**src/rtl/ahbl_pkg.sv**
```systemverilog
// Shared AHB-lite definitions: transfer types, response codes and the
// error-response state encoding used by the splitter fabric.
package ahbl_pkg;

    localparam logic [1:0] HTRANS_IDLE   = 2'b00;
    localparam logic [1:0] HTRANS_BUSY   = 2'b01;
    localparam logic [1:0] HTRANS_NONSEQ = 2'b10;
    localparam logic [1:0] HTRANS_SEQ    = 2'b11;

    localparam logic HRESP_OKAY  = 1'b0;
    localparam logic HRESP_ERROR = 1'b1;

    typedef enum logic [1:0] {
        ERR_IDLE = 2'd0,
        ERR_ERR1 = 2'd1,
        ERR_ERR2 = 2'd2
    } err_state_e;

endpackage

```
**src/rtl/ahbl_addr_decode.sv**
```systemverilog
// Address decoder: mask/map compare per port, lowest-index priority, and a
// decode error for no match or a winning port that is not connected.
module ahbl_addr_decode
    import ahbl_pkg::*;
#(
    parameter int                        N_PORTS   = 2,
    parameter int                        W_ADDR    = 32,
    parameter logic [N_PORTS*W_ADDR-1:0] ADDR_MAP  = '0,
    parameter logic [N_PORTS*W_ADDR-1:0] ADDR_MASK = '0,
    parameter logic [N_PORTS-1:0]        CONN_MASK = '1
) (
    input  logic [W_ADDR-1:0]  haddr,
    output logic [N_PORTS-1:0] sel_a,
    output logic               err_a
);

    logic [N_PORTS-1:0] match_s;
    logic [N_PORTS-1:0] win_s;

    // Per-port window compare
    always_comb begin
        match_s = '0;
        for (int i = 0; i < N_PORTS; i++) begin
            match_s[i] = ((haddr & ADDR_MASK[i*W_ADDR +: W_ADDR]) == ADDR_MAP[i*W_ADDR +: W_ADDR]);
        end
    end

    // Isolate the lowest set match bit (two's-complement trick)
    assign win_s = match_s & (~match_s + {{(N_PORTS-1){1'b0}}, 1'b1});

    assign err_a = ~(|(win_s & CONN_MASK));
    assign sel_a = err_a ? {N_PORTS{1'b0}} : win_s;

endmodule

```
**src/rtl/onehot_mux.sv**
```systemverilog
// OR-reduction multiplexer for a one-hot select; an all-zero select yields zero.
module onehot_mux #(
    parameter int N_INPUTS = 2,
    parameter int W_INPUT  = 32
) (
    input  logic [N_INPUTS*W_INPUT-1:0] data,
    input  logic [N_INPUTS-1:0]         sel,
    output logic [W_INPUT-1:0]          result
);

    // Gate each input by its select bit and OR everything together
    always_comb begin
        result = '0;
        for (int i = 0; i < N_INPUTS; i++) begin
            if (sel[i]) begin
                result = result | data[i*W_INPUT +: W_INPUT];
            end else begin
                result = result;
            end
        end
    end

endmodule

```
**src/rtl/ahbl_splitter_burst.sv**
```systemverilog
// AHB-lite 1:N splitter: decodes NONSEQ beats, holds the port for the rest of
// the burst, muxes the data-phase response and generates two-cycle ERRORs.
module ahbl_splitter_burst
    import ahbl_pkg::*;
#(
    parameter int                        N_PORTS   = 2,
    parameter int                        W_ADDR    = 32,
    parameter int                        W_DATA    = 32,
    parameter logic [N_PORTS*W_ADDR-1:0] ADDR_MAP  = {32'h4000_0000, 32'h2000_0000},
    parameter logic [N_PORTS*W_ADDR-1:0] ADDR_MASK = {32'hf000_0000, 32'hf000_0000},
    parameter logic [N_PORTS-1:0]        CONN_MASK = '1
) (
    input  logic                        clk,
    input  logic                        rst,

    input  logic                        src_hready,
    output logic                        src_hready_resp,
    output logic                        src_hresp,
    input  logic [W_ADDR-1:0]           src_haddr,
    input  logic                        src_hwrite,
    input  logic [1:0]                  src_htrans,
    input  logic [2:0]                  src_hsize,
    input  logic [2:0]                  src_hburst,
    input  logic [3:0]                  src_hprot,
    input  logic                        src_hmastlock,
    input  logic                        src_hexcl,
    input  logic [7:0]                  src_hmaster,
    input  logic [W_DATA-1:0]           src_hwdata,
    output logic [W_DATA-1:0]           src_hrdata,
    output logic                        src_hexokay,

    output logic [N_PORTS-1:0]          dst_hready,
    input  logic [N_PORTS-1:0]          dst_hready_resp,
    input  logic [N_PORTS-1:0]          dst_hresp,
    output logic [N_PORTS*W_ADDR-1:0]   dst_haddr,
    output logic [N_PORTS-1:0]          dst_hwrite,
    output logic [N_PORTS*2-1:0]        dst_htrans,
    output logic [N_PORTS*3-1:0]        dst_hsize,
    output logic [N_PORTS*3-1:0]        dst_hburst,
    output logic [N_PORTS*4-1:0]        dst_hprot,
    output logic [N_PORTS-1:0]          dst_hmastlock,
    output logic [N_PORTS-1:0]          dst_hexcl,
    output logic [N_PORTS*8-1:0]        dst_hmaster,
    output logic [N_PORTS*W_DATA-1:0]   dst_hwdata,
    input  logic [N_PORTS*W_DATA-1:0]   dst_hrdata,
    input  logic [N_PORTS-1:0]          dst_hexokay
);

    logic [N_PORTS-1:0]   dec_sel_s;
    logic                 dec_err_s;
    logic [N_PORTS-1:0]   sel_a_s;
    logic                 err_a_s;
    logic [N_PORTS-1:0]   burst_sel_r;
    logic                 burst_err_r;
    logic [N_PORTS-1:0]   sel_d_r;
    logic                 err_d_r;
    logic                 load_err_s;
    err_state_e           state_r;
    err_state_e           state_s;
    logic [N_PORTS*3-1:0] resp_bus_s;
    logic [2:0]           resp_sel_s;

    ahbl_addr_decode #(
        .N_PORTS   (N_PORTS),
        .W_ADDR    (W_ADDR),
        .ADDR_MAP  (ADDR_MAP),
        .ADDR_MASK (ADDR_MASK),
        .CONN_MASK (CONN_MASK)
    ) u_decode (
        .haddr (src_haddr),
        .sel_a (dec_sel_s),
        .err_a (dec_err_s)
    );

    // Address-phase target: fresh decode on NONSEQ, burst hold on SEQ/BUSY
    always_comb begin
        sel_a_s = '0;
        err_a_s = 1'b0;
        case (src_htrans)
            HTRANS_NONSEQ: begin
                sel_a_s = dec_sel_s;
                err_a_s = dec_err_s;
            end
            HTRANS_SEQ, HTRANS_BUSY: begin
                sel_a_s = burst_sel_r;
                err_a_s = burst_err_r | (burst_sel_r == {N_PORTS{1'b0}});
            end
            default: begin
                sel_a_s = '0;
                err_a_s = 1'b0;
            end
        endcase
    end

    // Only the selected port sees the real transfer type
    always_comb begin
        dst_htrans = '0;
        for (int i = 0; i < N_PORTS; i++) begin
            if (sel_a_s[i]) begin
                dst_htrans[2*i +: 2] = src_htrans;
            end else begin
                dst_htrans[2*i +: 2] = HTRANS_IDLE;
            end
        end
    end

    assign dst_hready    = {N_PORTS{src_hready}};
    assign dst_haddr     = {N_PORTS{src_haddr}};
    assign dst_hwrite    = {N_PORTS{src_hwrite}};
    assign dst_hsize     = {N_PORTS{src_hsize}};
    assign dst_hburst    = {N_PORTS{src_hburst}};
    assign dst_hprot     = {N_PORTS{src_hprot}};
    assign dst_hmastlock = {N_PORTS{src_hmastlock}};
    assign dst_hexcl     = {N_PORTS{src_hexcl}};
    assign dst_hmaster   = {N_PORTS{src_hmaster}};
    assign dst_hwdata    = {N_PORTS{src_hwdata}};

    // Burst and data-phase registers, advancing only on accepted beats
    always_ff @(posedge clk or posedge rst) begin
        if (rst) begin
            burst_sel_r <= '0;
            burst_err_r <= 1'b0;
            sel_d_r     <= '0;
            err_d_r     <= 1'b0;
        end else if (src_hready) begin
            if (src_htrans == HTRANS_NONSEQ) begin
                burst_sel_r <= dec_sel_s;
                burst_err_r <= dec_err_s;
            end else if (src_htrans == HTRANS_IDLE) begin
                burst_sel_r <= '0;
                burst_err_r <= 1'b0;
            end else begin
                burst_sel_r <= burst_sel_r;
                burst_err_r <= burst_err_r;
            end
            sel_d_r <= src_htrans[1] ? sel_a_s : {N_PORTS{1'b0}};
            err_d_r <= src_htrans[1] & err_a_s;
        end else begin
            burst_sel_r <= burst_sel_r;
            burst_err_r <= burst_err_r;
            sel_d_r     <= sel_d_r;
            err_d_r     <= err_d_r;
        end
    end

    // ERR1 coincides with the first data cycle of an erroring transfer
    assign load_err_s = src_hready & src_htrans[1] & err_a_s;

    // Error response state register
    always_ff @(posedge clk or posedge rst) begin
        if (rst) begin
            state_r <= ERR_IDLE;
        end else begin
            state_r <= state_s;
        end
    end

    // Error response next-state
    always_comb begin
        state_s = state_r;
        case (state_r)
            ERR_IDLE: state_s = load_err_s ? ERR_ERR1 : ERR_IDLE;
            ERR_ERR1: state_s = err_d_r ? ERR_ERR2 : ERR_IDLE;
            ERR_ERR2: state_s = load_err_s ? ERR_ERR1 : ERR_IDLE;
            default:  state_s = ERR_IDLE;
        endcase
    end

    // Pack per-port handshake bits for the response mux
    always_comb begin
        resp_bus_s = '0;
        for (int i = 0; i < N_PORTS; i++) begin
            resp_bus_s[3*i +: 3] = {dst_hready_resp[i], dst_hresp[i], dst_hexokay[i]};
        end
    end

    onehot_mux #(.N_INPUTS(N_PORTS), .W_INPUT(3)) u_resp_mux (
        .data   (resp_bus_s),
        .sel    (sel_d_r),
        .result (resp_sel_s)
    );

    onehot_mux #(.N_INPUTS(N_PORTS), .W_INPUT(W_DATA)) u_rdata_mux (
        .data   (dst_hrdata),
        .sel    (sel_d_r),
        .result (src_hrdata)
    );

    // Master-facing response from data-phase state only
    always_comb begin
        src_hready_resp = 1'b1;
        src_hresp       = HRESP_OKAY;
        case (state_r)
            ERR_ERR1: begin
                src_hready_resp = 1'b0;
                src_hresp       = HRESP_ERROR;
            end
            ERR_ERR2: begin
                src_hready_resp = 1'b1;
                src_hresp       = HRESP_ERROR;
            end
            default: begin
                if (|sel_d_r) begin
                    src_hready_resp = resp_sel_s[2];
                    src_hresp       = resp_sel_s[1];
                end else begin
                    src_hready_resp = 1'b1;
                    src_hresp       = HRESP_OKAY;
                end
            end
        endcase
    end

    assign src_hexokay = resp_sel_s[0];

endmodule

```
**config.mk**
```make
export PLATFORM = sky130hd
export DESIGN_NAME = ahbl_splitter_burst
export DESIGN_NICKNAME = d
export VERILOG_FILES = /design/src/rtl/ahbl_pkg.sv /design/src/rtl/ahbl_addr_decode.sv /design/src/rtl/onehot_mux.sv /design/src/rtl/ahbl_splitter_burst.sv
export SDC_FILE = /design/constraint.sdc
export NUM_CORES = 1
export LEC_CHECK = 0
export ABC_AREA = 1
export CAP_MARGIN = 20
export CORE_AREA = 2 2 145 147
export DETAILED_ROUTE_END_ITERATION = 10
export DIE_AREA = 0 0 147 149
export SETUP_SLACK_MARGIN = 0.15
export SLEW_MARGIN = 20
export SYNTH_ARGS = -nofsm -noshare
export SYNTH_HDL_FRONTEND = slang
export SYNTH_HIERARCHICAL = 1
export SYNTH_SLANG_ARGS = --single-unit
```
**constraint.sdc**
```tcl
create_clock -name clk -period 1.35 [get_ports clk]
set_input_delay 0.2025 -clock clk [delete_from_list [all_inputs] [get_ports clk]]
set_output_delay 0.2025 -clock clk [all_outputs]
set_load 0.02 [all_outputs]
```
==> impl_metrics.tcl <==
set metrics [dict create \
    postSynthAreaPerCell_um2 6.39 \
    fin_crit_sh_pct 113 \
    yosys-top-cells-area "buf_4 (57%), nand2_1 (21%), dfrtp_1 (8.9%), buf_6 (3.0%), inv_1 (2.7%)" \
    drc 0 \
    tightestPinTransition_ps 302 \
    leakage_nw 1.52 \
    fmax_ghz 0.656 \
    cts_tree "done" \
    dpl_cell_area_mm2 0.00267 \
    fin_skew_ps 0.603 \
    post-route-min-period_ps 1520 \
    die_w_um 147 \
    ff_latch_area_um2 203 \
    finalWeightedCongestion 0.739 \
    area_delta_synth_final_pct 39.3 \
    ir_worst_vdd_v 0.000492 \
    core-area_mm2 0.0206 \
    final_cell_mix "nand2_1 (93), clkdlybuf4s50_1 (73), buf_6 (26), nand2_2 (20), buf_4 (20)" \
    worstHoldPathType "in -> async" \
    layout.nets 504 \
    syn-num-nets 518 \
    postCtsHoldBufs 0 \
    antenna_cells 0 \
    critPathRequiredTime_ps 1150 \
    post-dp-hpwl_um 5550 \
    yosys.area.top_type "buf_4" \
    path_class "reg -> out" \
    antenna_found_initial 0 \
    synth_cell_type_count 16 \
    ys_warn_count 6 \
    ctsHtreeMaxLevel 1 \
    fp.dieH_um 149 \
    overflow 0 \
    final.setup.worst_slack_ps -174 \
    vias_per_cell 3.01 \
    syn_inst 354 \
    cts-root-buf "clkbuf_16" \
    drv_slew 0 \
    rsz0062_at_grt "yes" \
    clkSinkCount 8 \
    clkTransAtPathRegs_ps 40 \
    drive_gt1_share_pct 39.2 \
    powerDensity_mw_per_mm2 412 \
    yosysTopAreaCellShare_pct 57.1 \
    ys_seq_area_share_pct 8.85 \
    maxCapViolCount 0 \
    drt_wl_total_um 7670 \
    num-fill-cells 2336 \
    setup_tns_ps -3840 \
    critPathMaxFanout 22 \
    rows 53 \
    cp-end-kind "output pin" \
    grt_pass1_vias 1807 \
    die_area_mm2 0.0219 \
    cts_made_buffers 3 \
    netlist_area_mm2 0.00226 \
    clk_latency_ps 230 \
    final_common_cell "nand2_1" \
    arrival_ps 1320 \
    multi_input_comb_area_um2 832 \
    firstDrtPassIters 5 \
    final_cell_area_mm2 0.00315 \
    ios 371 \
    drtAntennaViolNets 0 \
    hold_viol 0 \
    setup_viol 35 \
    detail_route.iter0.violations 53 \
    port_buffers 127 \
    worstSetupStartpointType "flip-flop" \
    timing.slew.headroom_pct 79.8 \
    ctsLongestPathBuffers 2 \
    synth_seq_cells 8 \
    status "finished with violations" \
    violations "negative setup slack" \
    grt_start_max_net_pins 23 \
    wire_per_inst_um 12.5 \
    start_util_pct 11.0 \
    grt_usage_pct 6.23 \
    grt_pass1_wl_um 10400 \
    num_vias 1850 \
]
==> timing repair <==
action                                  in CTS  in global routing
setup buffers                                9                  5
cloned                                       3                  0
resized for setup                          236                 42
pin swaps                                   15                 17
endpoints found under the setup margin      49                 43
==> power breakdown <==
group	internal (W)	switching, W
sequential	0.000253	0.00000855
combinational	0.000319	0.000208
clock	0.000393	0.000116
==> layout make-up <==
cell class	count	share of cell area, %
Tap cell	275	10.9
Multi-Input combinational cell	151	26.4
Timing Repair Buffer	159	51.7
Sequential cell	8	6.43
Inverter	17	2.03
Clock buffer	4	2.50
==> logic make-up after synthesis <==
kind of cell             Yosys count  synth area share [%]
buffers and inverters            195                  62.9
AND/OR/NAND/NOR                  138                  23.7
flip-flops                         8                  8.85
AO/OA/AOI/OAI                      9                  2.27
adder cells (fa/ha/maj)            4                  2.21
==> state kept, by name, indices dropped and copies added (netlist names) <==
signal	count
burst_sel_r	2
sel_d_r	2
state_r	2
burst_err_r	1
err_d_r	1
==> synthesized netlist by cell type (all sizes together) <==
master	n
a21oi	1
dfrtp	8
nand3	3
ha	4
nand2	129
nor2	6
o21bai	1
o21ai	7
inv	17
buf	178
==> final timing paths <==
kind	startpoint	slack [ps]	end	cells past startpoint
setup / recovery	sel_d_r[1]	-170	src_hready_resp	6
hold / removal	rst	220	burst_sel_r[1]	2
setup reg to reg	sel_d_r[0]	90	sel_d_r[0]	6
hold reg to reg	err_d_r	470	state_r[1]	2
max in group asynchronous	rst	880	sel_d_r[1]	2
min in group clk	src_haddr[27]	410	dst_haddr[27]	0
==> through the flow <==
stage	cells	hold WS, ps	power (W)	utilization [%]	setup WS (ps)
4_1_cts	609	224	0.00129	14.5	-240
3_3_place_gp	593	405	0.000742	13.0	-641
3_5_place_dp	593	405	0.000744	13.0	-651
2_1_floorplan	354	18.2	0.00111	-	161
5_1_grt	614	261	0.00137	15.3	-271
6_report	614	218	0.00130	15.3	-174
==> critical path, cell delays in order (launching register included) <==
cell,delay [ps]
dfrtp_2,430
buf_12,170
nand2_1,80
nand2_2,60
o21ai_1,120
nand2_1,90
buf_6,140
==> layer usage <==
| layer | GRT usage, % | share of wire [%] |
|---|---|---|
| met1 | 5.87 | 33 |
| met4 | 3.56 | 5.8 |
| met2 | 9.55 | 43 |
| met3 | 5.05 | 19 |
| met5 | 0 | 0 |
No activity file was read; power rests on OpenSTA's default activity.
